===== config.mk =====
export PLATFORM = sky130hd
export DESIGN_NAME = riscv_dmem_reqbuf
export DESIGN_NICKNAME = d
export VERILOG_FILES = /design/src/rtl/riscv_dmem_reqbuf.sv
export SDC_FILE = /design/constraint.sdc
export NUM_CORES = 1
export LEC_CHECK = 0
export CORE_UTILIZATION = 31
export DETAILED_ROUTE_END_ITERATION = 16
export SYNTH_ARGS = -nofsm -noshare
export SYNTH_HDL_FRONTEND = slang
export SYNTH_SLANG_ARGS = --single-unit

===== constraint.sdc =====
create_clock -name clk -period 3 [get_ports clk]
set_input_delay 0.3 -clock clk [delete_from_list [all_inputs] [get_ports clk]]
set_output_delay 0.3 -clock clk [all_outputs]
set_load 0.05 [all_outputs]

===== src/rtl/riscv_dmem_reqbuf.sv =====
// riscv_dmem_reqbuf
//   In-order data-memory request buffer between the MEM stage and the dmem bus.
//   Holds up to DEPTH load/store requests, presents the oldest one on the bus
//   with a req/ack handshake and returns a one-cycle response per completed
//   access. A flush discards all entries that have not been issued; the head
//   entry is already on the bus and always completes.
//
// Ports
//   clk, rstn                   clock (rising edge), async active-low reset
//   flush                       discard unissued entries
//   req_valid/req_ready         MEM-stage push handshake (ready = not full)
//   req_adr/req_d/req_we/req_be request address, store data, store flag, byte enables
//   rsp_valid                   one-cycle completion pulse
//   rsp_q/rsp_we/rsp_err        load data, store flag, bus error of completed access
//   empty/level                 occupancy view for fences
//   dmem_req/adr/d/we/be        head entry presented to the bus
//   dmem_q/dmem_ack/dmem_err    bus read data, completion, error (qualified by ack)

module riscv_dmem_reqbuf #(
  parameter int XLEN  = 32,
  parameter int DEPTH = 4
) (
  input  logic                         clk,
  input  logic                         rstn,
  input  logic                         flush,
  input  logic                         req_valid,
  output logic                         req_ready,
  input  logic [XLEN-1:0]              req_adr,
  input  logic [XLEN-1:0]              req_d,
  input  logic                         req_we,
  input  logic [XLEN/8-1:0]            req_be,
  output logic                         rsp_valid,
  output logic [XLEN-1:0]              rsp_q,
  output logic                         rsp_we,
  output logic                         rsp_err,
  output logic                         empty,
  output logic [$clog2(DEPTH+1)-1:0]   level,
  output logic                         dmem_req,
  output logic [XLEN-1:0]              dmem_adr,
  output logic [XLEN-1:0]              dmem_d,
  output logic                         dmem_we,
  output logic [XLEN/8-1:0]            dmem_be,
  input  logic [XLEN-1:0]              dmem_q,
  input  logic                         dmem_ack,
  input  logic                         dmem_err
);

  localparam int CW = $clog2(DEPTH+1);
  localparam int AW = $clog2(DEPTH);
  localparam int BW = XLEN/8;
  localparam logic [CW-1:0] FULL_LVL = CW'(DEPTH);

  logic [XLEN-1:0] adr_mem [DEPTH];
  logic [XLEN-1:0] d_mem   [DEPTH];
  logic            we_mem  [DEPTH];
  logic [BW-1:0]   be_mem  [DEPTH];

  logic [AW-1:0] wr_ptr, rd_ptr, rd_ptr_nxt;
  logic [CW-1:0] lvl;
  logic          push, pop;

  assign level      = lvl;
  assign empty      = (lvl == '0);
  assign req_ready  = (lvl != FULL_LVL);
  assign dmem_req   = !empty;
  assign push       = req_valid & req_ready & ~flush;
  assign pop        = dmem_req & dmem_ack;
  assign rd_ptr_nxt = rd_ptr + AW'(1);

  // Bus fields come only from stored state; forced to zero while empty.
  always_comb begin
    dmem_adr = '0;
    dmem_d   = '0;
    dmem_we  = 1'b0;
    dmem_be  = '0;
    if (!empty) begin
      dmem_adr = adr_mem[rd_ptr];
      dmem_d   = d_mem[rd_ptr];
      dmem_we  = we_mem[rd_ptr];
      dmem_be  = be_mem[rd_ptr];
    end
  end

  // Payload storage needs no reset: it is only observed while level != 0.
  always_ff @(posedge clk) begin
    if (push) begin
      adr_mem[wr_ptr] <= req_adr;
      d_mem[wr_ptr]   <= req_d;
      we_mem[wr_ptr]  <= req_we;
      be_mem[wr_ptr]  <= req_be;
    end
  end

  always_ff @(posedge clk or negedge rstn) begin
    if (!rstn) begin
      wr_ptr    <= '0;
      rd_ptr    <= '0;
      lvl       <= '0;
      rsp_valid <= 1'b0;
      rsp_q     <= '0;
      rsp_we    <= 1'b0;
      rsp_err   <= 1'b0;
    end else begin
      if (pop) rd_ptr <= rd_ptr_nxt;

      // Flush keeps only the issued head; if it completes this same edge the
      // buffer ends up empty with wr_ptr == new rd_ptr.
      if (flush && !empty) begin
        wr_ptr <= rd_ptr_nxt;
        lvl    <= pop ? '0 : CW'(1);
      end else begin
        if (push) wr_ptr <= wr_ptr + AW'(1);
        if (push && !pop)      lvl <= lvl + CW'(1);
        else if (!push && pop) lvl <= lvl - CW'(1);
      end

      rsp_valid <= pop;
      if (pop) begin
        rsp_we  <= we_mem[rd_ptr];
        rsp_err <= dmem_err;
        if (!we_mem[rd_ptr]) rsp_q <= dmem_q;
      end
    end
  end

endmodule


Yosys cells after proc, flatten, opt, wreduce, memory -nomap -nowiden
Memory sizes are Yosys's and may differ from the RTL's.
Cells that the tools add are included.
{"block": "classes", "addsub": 4, "n_eq_ne": 1, "muxes": 12, "bitwise_logic": 5, "reduce_logical": 10}
{"operator": "32-bit two-way mux", "n": 2}
{"operator": "3-bit two-way mux", "n": 3}
{"operator": "2-bit by 1-bit adder with 2-bit output, second input constant", "n": 2}
{"operator": "1-bit two-way mux", "n": 4}
{"operator": "2-bit two-way mux", "n": 2}
{"operator": "4-bit two-way mux", "n": 1}
{"operator": "3-bit by 1-bit adder with 3-bit output, second input constant", "n": 1}
{"operator": "1-bit AND", "n": 3}
{"operator": "1-bit logical AND", "n": 3}
{"operator": "1-bit logical NOT", "n": 3}
{"operator": "3-bit logical NOT", "n": 1}
{"operator": "3-bit != test, second input constant", "n": 1}
{"operator": "3-bit nonzero test", "n": 1}
{"operator": "3-bit by 1-bit subtractor with 3-bit output, second input constant", "n": 1}
{"operator": "1-bit NOT", "n": 2}
{"operator": "2-bit AND reduction", "n": 1}
{"operator": "2-bit nonzero test", "n": 1}
{"block": "word_totals", "ff_bits": 42, "ram_bits": 276, "inputBits": 107, "output_inout_bits": 110, "elab_cells": 43, "mem_count": 4}
{"memory": "adr_mem", "words": 4, "word_bits": 32, "rd": 1, "rd_clocked_by_memory_dff": 0, "wr": 1, "line_no": "53", "source": "logic [XLEN-1:0] adr_mem [DEPTH];"}
{"memory": "d_mem", "words": 4, "word_bits": 32, "rd": 1, "rd_clocked_by_memory_dff": 0, "wr": 1, "line_no": "54", "source": "logic [XLEN-1:0] d_mem [DEPTH];"}
{"memory": "be_mem", "words": 4, "word_bits": 4, "rd": 1, "rd_clocked_by_memory_dff": 0, "wr": 1, "line_no": "56", "source": "logic [BW-1:0] be_mem [DEPTH];"}
{"memory": "we_mem", "words": 4, "word_bits": 1, "rd": 1, "rd_clocked_by_memory_dff": 0, "wr": 1, "line_no": "55", "source": "logic we_mem [DEPTH];"}

Logic depth before layout (Yosys ltp)
Gate-level depths: netlist of the first run.
{"block": "depth", "word_depth": 8, "mapped_depth": 11, "ltp_nobuf": 9}

Least setup slack after synthesis of the first run
OpenSTA, ideal clock, no wires.
{"block": "synth_timing", "path_type": "register -> register", "start": "reg lvl[2] (netlist: level[2])", "end": "mem adr_mem[0][0] (enable)", "setup_ns": 0.435, "arrival_ns": 3.162, "required_time_ns": 2.565, "setup_slack_ns": -0.597, "stages_incl_launch_ff": 6, "path_buffers": 1, "synth_period_minus_slack_ns": 3.597, "path_cell_list": "dfrtp_1 -> clkbuf_1 -> or3b_2 -> nand2_1 -> nor2_1 -> and2_1"}
{"block": "synth_via", "elab_chain_len": 5}
{"item": "start: declaration", "line_no": "59", "source": "logic [CW-1:0] lvl;"}
{"item": "start signal: assignment", "line_no": "110", "source": "lvl <= pop ? '0 : CW'(1);"}
{"item": "start signal: assignment", "line_no": "113", "source": "if (push && !pop) lvl <= lvl + CW'(1);"}
{"item": "start signal: assignment", "line_no": "114", "source": "else if (!push && pop) lvl <= lvl - CW'(1);"}
{"item": "3-bit != test", "line_no": "64", "source": "assign req_ready = (lvl != FULL_LVL);"}
{"item": "net req_ready", "line_no": "27", "source": "output logic req_ready,"}
{"item": "1-bit AND (2 in a row)", "line_no": "66", "source": "assign push = req_valid & req_ready & ~flush;"}
{"item": "1-bit two-way mux", "line_no": "86", "source": "if (push) begin"}
{"item": "1-bit two-way mux (not written as such)", "line_no": "87", "source": "adr_mem[wr_ptr] <= req_adr;"}
{"item": "end: declaration", "line_no": "53"}
The timed path passes the listed nets, and every way through them passes these cells.

Worst setup path in the final report of the first run
{"block": "layout_timing", "start": "reg lvl[1] (netlist: level[1])", "end": "out dmem_adr[9]"}
{"block": "layout_via", "elab_chain_len": 2}
{"item": "3-bit logical NOT", "line_no": "63", "source": "assign empty = (lvl == '0);"}
{"item": "32-bit two-way mux", "line_no": "76", "source": "if (!empty) begin"}
{"item": "end: declaration", "line_no": "39", "source": "output logic [XLEN-1:0] dmem_adr,"}
No other way between the ends.

==> results of run 1 <==
[power by group]
part	leakage (µW)	total [µW]	switching (µW)	internal [µW]
logic	0.00218	8660	5450	3210
registers	0.00300	5850	317	5530
clock network	0.000576	4310	1780	2530
[final timing paths]
| check | endpoint | slack [ps] |
|---|---|---|
| max | dmem_adr[9] | 170 |
| max in group asynchronous | rsp_q[22]$_DFFE_PN0P_ | 1970 |
| min reg2reg | rsp_we$_DFFE_PN0P_ | 480 |
| min | rsp_err$_DFFE_PN0P_ | 330 |
| max reg2reg | level[1]$_DFFE_PN0P_ | 390 |
| min in group asynchronous | rsp_q[23]$_DFFE_PN0P_ | 370 |
[cell type report]
type,count,area (µm²),share of cell area (%)
well taps,525,657,3.99
multi-input cells,235,2910,17.6
clock inverters,21,123,0.744
inverters,7,28.8,0.175
flip-flops and latches,318,9350,56.7
clock buffers,49,1070,6.47
diodes,1,2.50,0.0152
repair buffers,239,2340,14.2
[per-layer routing]
layer | GRT usage (%) | share of wire, % | vias up
met5 | 0 | 0.087 | -
met4 | 3.84 | 1.7 | 4
met3 | 5.23 | 8.1 | 36
met2 | 21.0 | 46 | 215
met1 | 17.7 | 44 | 3254
li1 | - | - | 2850
[per-stage QoR]
stage	hold WS, ps	worst slack, ps
after floorplan	4.41	124
after global placement	397	412
after detailed placement	406	388
after CTS	302	40.8
after global routing	345	17.5
final	333	171
[cell usage after synthesis, drive strengths merged (2+ instances only)]
library cell	n	area share, %
and2	73	3.7
nand2	9	0.40
clkbuf	18	0.54
edfxtp	276	66
dfrtp	42	8.4
ha	4	0.40
nor3	2	0.080
mux2	33	3.9
mux4	68	12
buf	15	1.1
mux2i	5	0.40
inv	7	0.23
xnor2	4	0.28
nor2b	2	0.10
nor2	7	0.21
a31oi	3	0.15
o21ai	7	0.28
a21oi	7	0.28
[worst reg2reg max path, cell delays in order, from the launching register on]
cell and delay, ps:
dfrtp_1 470, or3_2 600, nand2_8 120, inv_4 50
nor3_1 200, fa_1 460, o21bai_1 160, a31oi_1 140
a21oi_1 90, a211oi_1 220
[state kept, by name, indices dropped and copies added, names as in the netlist]
register,flops
we_mem,4
rd_ptr,2
rsp_q,32
level,3
d_mem,128
adr_mem,128
wr_ptr,2
rsp_valid,1
be_mem,16
rsp_we,1
rsp_err,1
[what timing repair did]
| action | in CTS | in global routing |
|---|---|---|
| hold buffers | 1 | 0 |
| endpoints found under the hold margin | 30 | 0 |
| resized for setup | 26 | 4 |
| endpoints found under the setup margin | 26 | 7 |
[cell families after synthesis]
| group | share of synthesized area [%] |
|---|---|
| flops | 74.9 |
| compound gates | 1.08 |
| xor+xnor | 0.351 |
| simple gates | 4.65 |
| mux | 16.6 |
| fa+ha+maj | 0.562 |
| buf+inv | 1.88 |
==> impl_metrics.ini, run 1 <==
[hold_path]
worstHoldPathCells = 3
hp-start = dmem_err
min_path_type = input port to flop

[cts]
path_clk_slew_ps = 50
cts.path.max_buffers = 3
postCtsSetupRepairBufs = 0
cts_made_buffers = 38
clock_latency_ps = 530
root_buffer = clkbuf_16
clkSinkCount = 318
cts_tree = done
htree_levels = 2

[final_layout]
layout.cells.non_filler = 1395
fillCellCount = 3560
utilization_pct = 41.5
drive_gt1_share_pct = 27.3
nNetsFinal = 951
mostFrequentLayoutCells = edfxtp_1, clkdlybuf4s50_1, mux4_2, and2_1, buf_4
final_common_cell = edfxtp_1
area_growth_pct = 32.1
final_area_um2 = 16500

[grt]
groute.usage.overall_pct = 13.6
grt_max_degree = 50
antenna_found_initial = 2
grt_overflow = 0
first_global_vias = 6711
grt_pass1_wl_mm = 41.5

[sta]
relSlewSlack_pct = 50.3
finalSetupTns_ps = 0
slew_viol_final = 0
rsz0062_at_grt = false
post-route-period-util_pct = 94.3
skew_ps = 16.4
clock.fmax_mhz = 353
final.min_clock_period_ps = 2830
finalSetupViolCount = 0
finalHoldViolations = 0
tightest_slew_ps = 746

[critical_path]
cp.required_ps = 2700
cp.arrival_ps = 2530
crit_cells = 4
rr_worst_depth = 9
end_kind = primary output
critical_path.top_delay_family = simple AND/OR/NAND/NOR gates
worstPathMaxFanout = 29
crit_buf_inv = 2
r2r-start = level[1]$_DFFE_PN0P_
slowest_delay_ps = 600
worst_path_max_delay_cell = or3_2
critPathKind = flop to primary output
crit_path_start = level[1]$_DFFE_PN0P_
path_cells = or3_2 -> buf_4 -> and2_1 -> dlygate4sd2_1
cp-start-kind = flop

[logic_synthesis]
yosys_warnings = 0
synthArstFlopShare_pct = 13.2
synth_enable_flop_cells = 276
yosysSeqAreaShare_pct = 74.9
synth_nets = 705
syn_area_per_cell_um2 = 21.0
ys_types = 36
yosys_register_bits = 318
syn_inst = 593
synth-main-ff-cell = edfxtp_1
syn-cell-area_um2 = 12500

[die]
rows = 73
initial_core_util_pct = 31.4
die_area_um2 = 41000
coreArea_um2 = 39700
fp.dieW_um = 203
fp.dieH_um = 203
pin_count = 217

[pwr]
peakVddDrop_mv = 0.723
power.leakage_uw = 0.00576
total_power_uw = 18800
power_density_nw_per_um2 = 1140

[route]
wl_mm = 27.5
drt_iter0_markers = 269
wire_per_inst_um = 19.7
first_pass_iters = 4
final_antenna_net_count = 0
drc_errors = 0
route.vias.total = 6359
viasPerCell = 4.56

[placement]
hpwl_mm = 16.7
dp.cells = 1323
io_buffer_count = 216
postPlaceCellArea_um2 = 15300
gp_congestion = 0.771

[flow_run]
cap_violations = 0

[outcome]
status = completed
Note: power is estimated with default switching activity, not from simulation.
==> run 2, diff against run 1 <==
Settings changed: CORE_MARGIN from default to 3.
==> run 2 against run 1 <==
Hold slack improved by 3.1 ps. Via count decreased by 0.68%. Worst setup slack worse by 38 ps. Global-route usage is 0.83 points lower. Clock power fell by 0.9%. Largest cell class unchanged. Fmax decreased by 1.3%. Sequential share of layout area decreased by 0.14 points. Utilization is 0.68 points higher. Final cell count fell by 0.43%. Count of clock-buffer cells in the layout shrank 7.
==> impl_metrics.ini, run 2 (same netlist as run 1, synthesis figures left out) <==
[outcome]
status = completed

[critical_path]
cp.arrival_ps = 2570
path_cells = buf_12 -> buf_16 -> mux4_2 -> and2_1 -> buf_4
worst_path_max_delay_cell = dfrtp_4
critPathKind = flop to primary output
slowest_delay_ps = 560
cp.required_ps = 2700
rr_worst_depth = 9
end_kind = primary output
cp-start-kind = flop
worstPathMaxFanout = 23

[sta]
clock.fmax_mhz = 349
relSlewSlack_pct = 51.1
final.min_clock_period_ps = 2870
finalHoldViolations = 0
skew_ps = 20.2
tightest_slew_ps = 734
finalSetupTns_ps = 0
finalSetupViolCount = 0
post-route-period-util_pct = 95.6
slew_viol_final = 0
rsz0062_at_grt = false

[final_layout]
multi_input_area_um2 = 2910
layout.cells.non_filler = 1389
nNetsFinal = 956
fillCellCount = 3483
final-seq-area_um2 = 9350
largestRegisters = adr_mem x128, d_mem x128, rsp_q x32
drive_gt1_share_pct = 25.5
area_growth_pct = 32.4
mostFrequentLayoutCells = edfxtp_1, clkdlybuf4s50_1, mux4_2, and2_1, buf_4
utilization_pct = 42.1
final_common_cell = edfxtp_1

[route]
drc_errors = 0
first_pass_iters = 4
wire_per_inst_um = 19.5
final_antenna_net_count = 0
wl_mm = 27.1
route.vias.total = 6316
drt_iter0_markers = 299
viasPerCell = 4.55

[pwr]
peakVddDrop_mv = 0.745
power.leakage_uw = 0.00581
p_clk_share_pct = 22.7
seqPwrFrac_pct = 30.8
total_power_uw = 18800
netSwitchingPower_uw = 7470
p_comb_share_pct = 46.5
power_density_nw_per_um2 = 1140
power.internal_uw = 11300
switching_share_pct = 39.7

[grt]
first_global_vias = 6788
groute.usage.overall_pct = 12.7
grt_overflow = 0
antenna_found_initial = 0
grt_max_degree = 60
grt_pass1_wl_mm = 40.9

[die]
fp.dieH_um = 207
fp.dieW_um = 207
die_area_um2 = 42700
pin_count = 217
coreArea_um2 = 39200
rows = 72
initial_core_util_pct = 31.8

[placement]
dp.cells = 1322
io_buffer_count = 216
hpwl_mm = 16.7
gp_congestion = 0.733

[cts]
cts_made_buffers = 36
clkSinkCount = 318
postCtsSetupRepairBufs = 0
root_buffer = clkbuf_16
clock_latency_ps = 540
cts_tree = done
path_clk_slew_ps = 60
cts.path.max_buffers = 3
htree_levels = 2

[hold_path]
worstHoldPathCells = 3
min_path_type = input port to flop

[flow_run]
cap_violations = 0
## run 2: cell types whose count changed in the layout (fill, tap and decap cells not counted), sizes merged
cell,before,now
buf,67,57
bufbuf,0,1
bufinv,0,4
clkbuf,50,42
clkinvlp,4,2
dlygate4sd2,25,43
dlymetal6s2s,1,0
inv,10,9
## run 2: worst paths after layout
| kind | from | to | slack [ps] |
|---|---|---|---|
| max in group asynchronous | rstn | rsp_q[18]$_DFFE_PN0P_ | 1990 |
| max | rd_ptr[0]$_DFFE_PN0P_ | dmem_d[0] | 130 |
| min in group asynchronous | rstn | rsp_q[1]$_DFFE_PN0P_ | 370 |
| min | dmem_err | rsp_err$_DFFE_PN0P_ | 340 |
| min reg2reg | rsp_we$_DFFE_PN0P_ | rsp_we$_DFFE_PN0P_ | 480 |
| max reg2reg | level[1]$_DFFE_PN0P_ | level[1]$_DFFE_PN0P_ | 510 |
## run 2: through the flow
stage	worst slack, ps	cell area, µm²	hold WS [ps]
after floorplan	124	12500	4.41
after global placement	446	15400	403
after detailed placement	423	15400	412
after CTS	39.5	16500	307
after global routing	2.51	16500	312
final	133	16500	336
## run 2: repair_timing
item / 4_1_cts / 5_1_grt
hold buffers: 1 / 0
gates resized for setup: 44 / 0
endpoints found under the hold margin: 31 / 0
endpoints found under the setup margin: 44 / 0
## run 2: cell type report
cell class / instances / share of cell area, %
diodes: 1 / 0.0152
clock buffers: 42 / 5.59
clock inverters: 22 / 1.37
inverters: 7 / 0.174
multi-input cells: 235 / 17.6
flip-flops and latches: 318 / 56.6
well taps: 518 / 3.93
repair buffers: 246 / 14.7
## run 2: power groups by stage
stage	Combinational (µW)	Sequential [µW]	Clock (µW)
floorplan	5310	6720	0
global placement	9110	5860	0
detailed placement	9110	5890	0
CTS	8940	5810	4430
global route	9280	5870	4620
finish	8750	5800	4270
## run 2: metal layers
layer / global-route usage, % / routed length [µm]
met1: 16.2 / 11500
met4: 3.54 / 527
met5: 0 / 0
met2: 20.4 / 12800
met3: 5.05 / 2340
## run 2: worst max-delay path, delay by kind of cell (launching register included)
family | cells | cell delay, ps
buf+inv | 3 | 640
flops | 1 | 560
mux | 1 | 560
simple gates | 1 | 240
==> run 3, diff against run 2 <==
Settings changed: CTS_BUF_LIST from default to sky130_fd_sc_hd__clkbuf_2, CTS_CLUSTER_DIAMETER from default to 120.
==> run 3 against run 2 <==
Final cell count increased by 14%. First-iteration DRC count decreased by 3.7%. Cell area increased by 7.8%. Hold slack got worse by 150 ps. Total power increased by 2.9%. Worst setup slack got worse by 65 ps. Non-clock buffer count increased by 118. Register-to-register slack improved by 40 ps. Combinational power increased by 21%. Count of clock-buffer cells in the layout increased by 72. Clock skew increased by 31 ps. Sequential share of layout area decreased by 4.1 points. Largest cell class unchanged. Largest power group unchanged.
==> impl_metrics.ini, run 3 (same netlist as run 1, synthesis figures left out) <==
[outcome]
status = completed

[placement]
postPlaceCellArea_um2 = 15400
hpwl_mm = 16.7
io_buffer_count = 216
gp_congestion = 0.733

[cts]
cts.path.max_buffers = 3
clkSinkCount = 318
path_clk_slew_ps = 80
htree_levels = 3
root_buffer = clkbuf_2
cts_made_buffers = 84
clock_latency_ps = 960
cts_tree = done

[pwr]
peakVddDrop_mv = 0.655
power.leakage_uw = 0.00651
total_power_uw = 19400
power_density_nw_per_um2 = 1090

[route]
wl_mm = 29.6
drt_iter0_markers = 288
viasPerCell = 4.49
wire_per_inst_um = 18.8
final_antenna_net_count = 0
drc_errors = 0
route.vias.total = 7084
first_pass_iters = 4

[sta]
finalSetupViolCount = 0
post-route-period-util_pct = 97.7
clock.fmax_mhz = 341
rsz0062_at_grt = true
relSlewSlack_pct = 63.1
tightest_slew_ps = 551
finalHoldViolations = 0
skew_ps = 51.4
final.min_clock_period_ps = 2930
finalSetupTns_ps = 0
slew_viol_final = 0

[final_layout]
multi_input_area_um2 = 3060
fillCellCount = 3424
mostFrequentLayoutCells = edfxtp_1, clkdlybuf4s50_1, clkbuf_2
final_area_um2 = 17800
final-seq-area_um2 = 9350
drive_gt1_share_pct = 39.1
final_common_cell = edfxtp_1
area_growth_pct = 42.8
nNetsFinal = 1122
largestRegisters = adr_mem x128, d_mem x128, rsp_q x32

[critical_path]
cp.required_ps = 2700
path_cells = buf_12 -> buf_16 -> mux4_2 -> and2_4 -> buf_8
cp-start-kind = flop
slowest_delay_ps = 530
worst_path_max_delay_cell = mux4_2
worstPathMaxFanout = 7
end_kind = primary output
critPathKind = flop to primary output
cp.arrival_ps = 2630

[grt]
grt_pass1_wl_mm = 44.5
groute.usage.overall_pct = 13.9
first_global_vias = 7837
grt_overflow = 0
antenna_found_initial = 2
grt_max_degree = 60

[die]
initial_core_util_pct = 31.8
rows = 72
fp.dieH_um = 207
pin_count = 217
die_area_um2 = 42700
coreArea_um2 = 39200
fp.dieW_um = 207

[flow_run]
cap_violations = 0

[hold_path]
min_path_type = input port to flop
-- run 3: cell count changes in the layout (fill, tap and decap cells not counted), sizes merged, moves of 2 or more --
cell / before / now
buf: 57 / 113
clkbuf: 42 / 116
diode: 1 / 4
dlygate4sd2: 43 / 1
dlygate4sd3: 1 / 104
inv: 9 / 7
-- run 3: critical path: cells and delay by family, from the launching register on --
kind / cells / cell delay [ps]
flip-flops: 1 / 500
AND/OR/NAND/NOR: 1 / 210
buffers and inverters: 3 / 460
multiplexers: 1 / 530
-- run 3: metrics by stage --
step                worst slack (ps)  hold WS [ps]  util, %  cells
global placement                 446           403     39.2   1322
finish                          68.8           188     45.4   1579
floorplan                        124          4.41        -    593
CTS                             -146          20.2     45.2   1571
global route                    -148          95.8     45.4   1578
detailed placement               423           412     39.2   1322
-- run 3: power breakdown --
part | switching, µW | leakage [µW] | internal, µW | total (µW)
logic | 5930 | 0.00295 | 4690 | 10600
clock network | 1680 | 0.000550 | 1270 | 2950
registers | 260 | 0.00300 | 5520 | 5780
total | 7870 | 0.00651 | 11500 | 19400
-- run 3: routing by layer --
| layer | vias to the layer above | share of wire [%] | global-route usage, % |
|---|---|---|---|
| li1 | 3227 | - | - |
| met1 | 3548 | 43 | 17.3 |
| met2 | 256 | 47 | 22.4 |
| met3 | 53 | 7.5 | 4.86 |
| met4 | 0 | 2.2 | 5.31 |
| met5 | - | 0 | 0 |
-- run 3: what timing repair did --
| item | 4_1_cts | 5_1_grt |
|---|---|---|
| gates cloned | 6 | 2 |
| setup endpoints to repair | 72 | 65 |
| hold buffers | 105 | 0 |
| resized for setup | 388 | 21 |
| hold endpoints to repair | 351 | 0 |
| pin swaps | 2 | 0 |
| buffers inserted | 5 | 5 |
-- run 3: layout make-up --
| type | count | share of cell area [%] |
|---|---|---|
| multi-input combinational | 235 | 17.2 |
| antenna | 4 | 0.0562 |
| clock buffer | 114 | 3.20 |
| inverter | 7 | 0.183 |
| sequential | 318 | 52.5 |
| clock inverter | 19 | 0.906 |
| timing repair buffer | 364 | 22.3 |
| tap | 518 | 3.64 |
-- run 3: path summary, 6_finish.rpt --
| kind | from | end | slack (ps) | depth (start not counted) |
|---|---|---|---|---|
| worst min-delay path | req_valid | level[2]$_DFFE_PN0P_ | 190 | 3 |
| worst max register to register | level[1]$_DFFE_PN0P_ | level[1]$_DFFE_PN0P_ | 550 | 9 |
| min in group asynchronous | rstn | rsp_q[11]$_DFFE_PN0P_ | 470 | 4 |
| max in group asynchronous | rstn | rd_ptr[0]$_DFFE_PN0P_ | 2330 | 4 |
| worst max-delay path | rd_ptr[0]$_DFFE_PN0P_ | dmem_d[0] | 70 | 5 |
| worst min register to register | rsp_we$_DFFE_PN0P_ | rsp_we$_DFFE_PN0P_ | 490 | 2 |
